===== src/rtl/hazard_control_v3.sv =====
// Pipeline hazard controller: forwarding selects, load-use stall, cache stall,
// control-transfer flush, multi-cycle EX freeze and saturating event counters.
module hazard_control_v3 #(
  parameter int unsigned REG_AW = 4,
  parameter int unsigned MC_LAT = 4,
  parameter int unsigned STAT_W = 16
) (
  input  logic              clk,
  input  logic              rst_n,
  input  logic [REG_AW-1:0] if_id_rs,
  input  logic [REG_AW-1:0] if_id_rt,
  input  logic [REG_AW-1:0] id_ex_rd,
  input  logic [REG_AW-1:0] ex_mem_rd,
  input  logic              id_ex_reg_write,
  input  logic              ex_mem_reg_write,
  input  logic              id_ex_mem_read,
  input  logic              rs_only,
  input  logic              no_dep,
  input  logic              do_jump,
  input  logic              i_rdy,
  input  logic              d_rdy,
  input  logic              mc_start,
  input  logic              stat_clr,
  output logic              pc_write_en,
  output logic              if_id_write_en,
  output logic              id_ex_write_en,
  output logic              ex_mem_write_en,
  output logic              mem_wb_write_en,
  output logic              if_id_clean,
  output logic              id_ex_clean,
  output logic              ex_mem_clean,
  output logic [1:0]        forward_a,
  output logic [1:0]        forward_b,
  output logic              mc_busy,
  output logic [STAT_W-1:0] stat_lu,
  output logic [STAT_W-1:0] stat_cache,
  output logic [STAT_W-1:0] stat_mc,
  output logic [STAT_W-1:0] stat_flush
);

  localparam int unsigned     CntW      = $clog2(MC_LAT + 1);
  localparam logic [CntW-1:0] CntLoad   = CntW'(MC_LAT - 1);
  localparam logic [CntW-1:0] CntOne    = CntW'(1);
  localparam bit              MultiCyc  = (MC_LAT > 1);
  localparam logic [STAT_W-1:0] StatMax = {STAT_W{1'b1}};
  localparam logic [STAT_W-1:0] StatOne = STAT_W'(1);

  typedef enum logic [0:0] {StRun, StMcBusy} state_e;

  state_e          state_q, state_d;
  logic [CntW-1:0] cnt_q, cnt_d;

  logic ex_match_a, ex_match_b, mem_match_a, mem_match_b;
  logic cache_stall, jump, mc_freeze, lu_stall;

  logic [STAT_W-1:0] stat_lu_q, stat_cache_q, stat_mc_q, stat_flush_q;

  // Operand dependence on the instructions in EX and MEM
  assign ex_match_a  = ~no_dep & id_ex_reg_write & (id_ex_rd != '0) & (if_id_rs == id_ex_rd);
  assign mem_match_a = ~no_dep & ex_mem_reg_write & (ex_mem_rd != '0) & (if_id_rs == ex_mem_rd);
  assign ex_match_b  = ~no_dep & ~rs_only & id_ex_reg_write & (id_ex_rd != '0) &
                       (if_id_rt == id_ex_rd);
  assign mem_match_b = ~no_dep & ~rs_only & ex_mem_reg_write & (ex_mem_rd != '0) &
                       (if_id_rt == ex_mem_rd);

  assign cache_stall = ~(i_rdy & d_rdy);
  assign jump        = do_jump & ~cache_stall;
  assign lu_stall    = (ex_match_a | ex_match_b) & id_ex_mem_read & ~cache_stall & ~jump &
                       ~mc_freeze;
  assign mc_busy     = (state_q == StMcBusy);

  // Forward selects; a load in EX cannot forward, so that case falls to 00 and stalls
  always_comb begin
    forward_a = 2'b00;
    forward_b = 2'b00;
    if (ex_match_a && !id_ex_mem_read) forward_a = 2'b01;
    else if (mem_match_a && !ex_match_a) forward_a = 2'b10;
    if (ex_match_b && !id_ex_mem_read) forward_b = 2'b01;
    else if (mem_match_b && !ex_match_b) forward_b = 2'b10;
  end

  // Multi-cycle occupancy: cnt counts remaining EX cycles after the current one
  always_comb begin
    state_d   = state_q;
    cnt_d     = cnt_q;
    mc_freeze = 1'b0;
    if (!cache_stall) begin
      if (jump) begin
        state_d = StRun;
        cnt_d   = '0;
      end else begin
        unique case (state_q)
          StRun: begin
            if (mc_start && MultiCyc) begin
              mc_freeze = 1'b1;
              cnt_d     = CntLoad;
              state_d   = StMcBusy;
            end
          end
          StMcBusy: begin
            if (cnt_q > CntOne) begin
              mc_freeze = 1'b1;
              cnt_d     = cnt_q - CntOne;
            end else begin
              // Last EX cycle: let the pipeline advance
              cnt_d   = '0;
              state_d = StRun;
            end
          end
          default: begin
            state_d = StRun;
            cnt_d   = '0;
          end
        endcase
      end
    end
  end

  // FSM state register
  always_ff @(posedge clk or negedge rst_n) begin
    if (!rst_n) begin
      state_q <= StRun;
      cnt_q   <= '0;
    end else begin
      state_q <= state_d;
      cnt_q   <= cnt_d;
    end
  end

  // Stage enables and flushes in priority order
  always_comb begin
    pc_write_en     = 1'b1;
    if_id_write_en  = 1'b1;
    id_ex_write_en  = 1'b1;
    ex_mem_write_en = 1'b1;
    mem_wb_write_en = 1'b1;
    if_id_clean     = 1'b0;
    id_ex_clean     = 1'b0;
    ex_mem_clean    = 1'b0;
    if (cache_stall) begin
      pc_write_en     = 1'b0;
      if_id_write_en  = 1'b0;
      id_ex_write_en  = 1'b0;
      ex_mem_write_en = 1'b0;
      mem_wb_write_en = 1'b0;
    end else if (jump) begin
      if_id_clean  = 1'b1;
      id_ex_clean  = 1'b1;
      ex_mem_clean = 1'b1;
    end else if (mc_freeze) begin
      // Hold the front end, drain a bubble behind the op in EX
      pc_write_en    = 1'b0;
      if_id_write_en = 1'b0;
      id_ex_write_en = 1'b0;
      ex_mem_clean   = 1'b1;
    end else if (lu_stall) begin
      pc_write_en    = 1'b0;
      if_id_write_en = 1'b0;
      id_ex_clean    = 1'b1;
    end
  end

  // Saturating event counters; clear wins over increment
  always_ff @(posedge clk or negedge rst_n) begin
    if (!rst_n) begin
      stat_lu_q    <= '0;
      stat_cache_q <= '0;
      stat_mc_q    <= '0;
      stat_flush_q <= '0;
    end else if (stat_clr) begin
      stat_lu_q    <= '0;
      stat_cache_q <= '0;
      stat_mc_q    <= '0;
      stat_flush_q <= '0;
    end else begin
      if (lu_stall && stat_lu_q != StatMax) stat_lu_q <= stat_lu_q + StatOne;
      if (cache_stall && stat_cache_q != StatMax) stat_cache_q <= stat_cache_q + StatOne;
      if (mc_freeze && stat_mc_q != StatMax) stat_mc_q <= stat_mc_q + StatOne;
      if (jump && stat_flush_q != StatMax) stat_flush_q <= stat_flush_q + StatOne;
    end
  end

  assign stat_lu    = stat_lu_q;
  assign stat_cache = stat_cache_q;
  assign stat_mc    = stat_mc_q;
  assign stat_flush = stat_flush_q;

endmodule


===== config.mk =====
export PLATFORM = sky130hd
export DESIGN_NAME = hazard_control_v3
export DESIGN_NICKNAME = d
export VERILOG_FILES = /design/src/rtl/hazard_control_v3.sv
export SDC_FILE = /design/constraint.sdc
export NUM_CORES = 1
export LEC_CHECK = 0
export CAP_MARGIN = 40
export CORE_ASPECT_RATIO = 0.9
export CORE_UTILIZATION = 47
export CTS_BUF_LIST = sky130_fd_sc_hd__clkbuf_4 sky130_fd_sc_hd__clkbuf_8
export CTS_CLUSTER_DIAMETER = 40
export DETAILED_ROUTE_END_ITERATION = 10
export DONT_BUFFER_PORTS = 1
export PLACE_DENSITY = 0.73
export SLEW_MARGIN = 30
export SYNTH_ARGS = -nofsm -noshare
export SYNTH_HDL_FRONTEND = slang
export SYNTH_SLANG_ARGS = --single-unit

===== constraint.sdc =====
create_clock -name clk -period 3.6 [get_ports clk]
set_clock_uncertainty 0.15 [all_clocks]
set_input_delay 0.72 -clock clk [delete_from_list [all_inputs] [get_ports clk]]
set_output_delay 0.72 -clock clk [all_outputs]
set_load 0.005 [all_outputs]

==> PnR_summary.wiki <==
{| class="wikitable"
! Metric !! Value
|-
| Clock network power share || 40.7%
|-
| Width of the chip || roughly 100 microns
|-
| Aggregate routed wire length || 9856 microns
|-
| Sequential cell area fraction in the yosys report || between 40% and 50%
|-
| Top cell type by total area after synthesis || sky130_fd_sc_hd__dfrtp_1
|-
| Setup repair after global routing missed its margin || no
|-
| Arrival time of the worst setup path || between 1.5 and 2 ns
|-
| Core region area || approximately 8300 sq um
|-
| Overall die area || 9105 sq um
|-
| EDFF count, synth || 0
|-
| Wire length of the first global-routing pass || 16010 microns
|-
| Clock-pin slew on the worst setup and hold paths || about 0.070 ns
|-
| Die H || about 91 microns
|-
| Number of gates resized after CTS || 0
|-
| Initial core utilization || 49.64%
|-
| Seq pwr share || 51.4%
|-
| Cell internal pwr || roughly 1.2 mW
|-
| Clock tree from TritonCTS || built
|-
| Mapped cell area || ~4100 sq um
|-
| CP endpoint kind || output port
|-
| Maximum root-to-sink buffer count || 2
|-
| Worst endpoint required time || 2.73 ns
|-
| Top cell types by occurrence after synthesis || sky130_fd_sc_hd__dfrtp_1 (68), sky130_fd_sc_hd__nor2_1 (48), sky130_fd_sc_hd__nand2_1 (31), sky130_fd_sc_hd__xor2_1 (31), sky130_fd_sc_hd__o21ai_0 (20)
|-
| Overall overflow remaining after global route || 0
|-
| GRT Resource Usage Total || between 20 and 25%
|-
| Number of clock buffers inserted by TritonCTS || 9
|-
| Count of different cell masters after synthesis || 53
|-
| Number of antenna violations at the first check in global routing || 0
|-
| Lkg Pwr || 1.811 nW
|-
| Count leader, synth || sky130_fd_sc_hd__dfrtp_1
|-
| Antenna diode count || 0
|-
| Highest fanout seen on the critical path || 10
|-
| Type of the setup path with the least slack || input pin to output port
|-
| Clk root buf || sky130_fd_sc_hd__clkbuf_8
|-
| Mean Syn Cell Area || 9.196 sq um
|-
| Peak Freq || around 350 MHz
|-
| Area share of the leading cell type in the synthesized netlist || 41.49%
|-
| Via count || 3441
|-
| Leading register cell type out of synthesis || sky130_fd_sc_hd__dfrtp_1
|-
| Register-to-register setup slack || ~1.2 ns
|-
| MaxCap Viol Count || 0
|-
| Number of H-tree branching levels || 3
|-
| Final TNS setup || 0 ns
|-
| Worst ir drop on vdd || around 0.00023 V
|-
| Final Critical Period || 2.819 ns
|-
| First drt pass iteration count || 4
|-
| GP Congestion || roughly 0.8
|-
| Io pins || 105
|-
| Fraction of final layout cells sized beyond drive strength 1 || 7.432%
|-
| Final Instance Count excl. Fillers || 559
|-
| Largest cells by area after synthesis || sky130_fd_sc_hd__dfrtp_1 (41%), sky130_fd_sc_hd__xor2_1 (6.6%), sky130_fd_sc_hd__nor2_1 (4.4%)
|-
| Number of global-route vias before repair || 3387
|-
| Hold Vio Cnt, Final || 0
|-
| Power Dens Cells || 355.9 nW/um^2
|-
| Result of the run || completed
|-
| Net switching power || 0.3796 mW
|-
| Critical Path Source Type || input pin
|-
| Fraction of registers with async set/reset || 100.0%
|-
| # rows || 31
|-
| Transition time of the tightest slew-check pin || 0.7210 ns
|-
| Total number of yosys warnings || 0
|-
| Antenna Nets Post-Route || 0
|-
| Synth Instances || 446
|-
| Number of nets in the layout || about 470
|-
| Fraction of power spent switching nets || 24.28%
|-
| Part of the cycle the worst path needs || 78.30%
|-
| Number of clock sinks || 68
|-
| Final Slew Violations || 0
|-
| Detailed-route DRC error count || 0
|-
| Share of power burned in combinational logic || 7.9%
|-
| Hpwl dp || 6796 microns
|-
| Drt first-iter violations || between 100 and 150
|-
| Post-synthesis net count || 479
|-
| Area growth from synthesis to layout || 7.077%
|-
| Pin count of the biggest net entering global routing || ~70
|-
| Relative slew margins || 51.75%
|-
| Wire length per cell || ~18 microns
|-
| Number of input and output port buffers inserted || 0
|-
| Clock latency on the worst-skew pair || 0.34 ns
|-
| Final Setup Violations || 0
|-
| Placed instance count || approximately 540
|-
| Vias/cell || 6.156
|-
| Register bit count reported by yosys || 68
|-
| Path category of the worst min-delay check || input pin to asynchronous set/reset pin
|}
==> sequential cells by signal, indices dropped and copies added, names as in the netlist <==
| name | count |
|---|---|
| stat_lu | 16 |
| cnt_q | 3 |
| mc_busy | 1 |
| stat_cache | 16 |
| stat_mc | 16 |
| stat_flush | 16 |
==> critical path: stages <==
cell                      delay [ns]
sky130_fd_sc_hd__nor4_1         0.35
sky130_fd_sc_hd__nor3b_1        0.14
sky130_fd_sc_hd__a32oi_2        0.46
sky130_fd_sc_hd__nor2_1         0.08
sky130_fd_sc_hd__o21a_1         0.20
==> routing by layer <==
layer  GRT usage, %  vias to the layer above  wire, microns  share of wire (%)
met2          37.44                      126           4710                 48
met1          26.81                     1667           4194                 43
li1               -                     1633              -                  -
met3          7.740                       15            803                8.1
met5              0                        -              0                  0
met4          7.005                        0            146                1.5
==> kinds of logic after synthesis <==
group	Yosys count	synth area share (%)
mux	14	3.630
fa+ha+maj	5	1.525
buf+inv	28	3.020
compound gates	84	13.82
flops	68	41.49
xor+xnor	40	8.542
simple gates	207	27.97
==> through the flow <==
stage	util [%]	power, mW	cell area (sq um)	setup WS [ns]	hold WS [ns]
floorplan	-	0.9093	4101	0.6325	0.2744
global placement	50.48	0.9172	4170	0.8093	0.2757
detailed placement	50.48	0.9226	4170	0.7515	0.2757
CTS	53.16	1.585	4392	0.7746	0.1064
global route	53.16	1.639	4392	0.6306	0.1136
finish	53.16	1.563	4392	0.7811	0.1106
==> final timing paths <==
kind                                   startpoint                 endpoint  depth (start not counted)
hold / removal                              rst_n   stat_mc[8]$_DFFE_PN0P_                          1
max in group asynchronous                   rst_n  stat_mc[14]$_DFFE_PN0P_                          1
setup / recovery                      id_ex_rd[0]              id_ex_clean                          5
setup reg to reg           stat_lu[7]$_DFFE_PN0P_   stat_lu[0]$_DFFE_PN0P_                          5
min in group clk                         stat_clr   stat_lu[8]$_DFFE_PN0P_                          1
hold reg to reg              cnt_q[0]$_DFFE_PN0P_     cnt_q[0]$_DFFE_PN0P_                          2
==> area by class of cell <==
class	count	area (sq um)
inverters	9	33.78
clock buffers	12	158.9
flip-flops and latches	68	1702
well taps	115	143.9
repair buffers	3	42.54
fillers	764	3870
multi-input cells	350	2276
clock inverters	2	35.03
==> power groups by stage <==
stage / Sequential, mW / Clock [mW] / Combinational, mW
6_report: 0.804 / 0.637 / 0.123
5_1_grt: 0.806 / 0.693 / 0.140
4_1_cts: 0.803 / 0.658 / 0.124
3_5_place_dp: 0.818 / 0 / 0.105
3_3_place_gp: 0.817 / 0 / 0.100
2_1_floorplan: 0.812 / 0 / 0.0971
==> what timing repair did <==
| item | CTS | global route |
|---|---|---|
| endpoints found under the hold margin | 68 | 0 |
| setup endpoints to repair | 0 | 0 |
| setup buffers | 0 | 0 |
| hold buffers | 1 | 0 |
==> layout by cell type (no fill, tap or decap), types with 2 or more instances in the layout <==
master	Yosys	layout
sky130_fd_sc_hd__dfrtp_1	68	68
sky130_fd_sc_hd__nor2_1	48	48
sky130_fd_sc_hd__nand2_1	31	31
sky130_fd_sc_hd__xor2_1	31	31
sky130_fd_sc_hd__o21ai_0	20	20
sky130_fd_sc_hd__nand3_1	19	19
sky130_fd_sc_hd__a21oi_1	16	16
sky130_fd_sc_hd__nor4_1	14	14
sky130_fd_sc_hd__and3_1	14	14
sky130_fd_sc_hd__or3_1	14	14
sky130_fd_sc_hd__o211ai_1	13	13
sky130_fd_sc_hd__clkbuf_8	0	11
sky130_fd_sc_hd__nand4_1	10	10
sky130_fd_sc_hd__inv_1	9	9
sky130_fd_sc_hd__nor3_1	9	9
sky130_fd_sc_hd__xnor2_1	9	9
sky130_fd_sc_hd__and4_1	9	9
sky130_fd_sc_hd__and2_1	7	7
sky130_fd_sc_hd__o21a_1	7	7
sky130_fd_sc_hd__mux2i_1	7	7
sky130_fd_sc_hd__nor2b_1	7	7
sky130_fd_sc_hd__mux2_2	7	7
sky130_fd_sc_hd__o2111ai_1	5	5
sky130_fd_sc_hd__ha_1	5	5
sky130_fd_sc_hd__nor4b_1	4	4
sky130_fd_sc_hd__or2_2	4	4
sky130_fd_sc_hd__or4_1	4	4
sky130_fd_sc_hd__nor3b_1	3	3
sky130_fd_sc_hd__o31ai_1	3	3
sky130_fd_sc_hd__o311ai_0	3	3
sky130_fd_sc_hd__o41ai_1	3	3
sky130_fd_sc_hd__nand3b_1	3	3
sky130_fd_sc_hd__a31oi_1	2	2
sky130_fd_sc_hd__o21ai_1	2	2
sky130_fd_sc_hd__o211a_1	2	2
sky130_fd_sc_hd__o31a_1	2	2
sky130_fd_sc_hd__buf_4	2	2
Power figures use the tool's default switching activity.
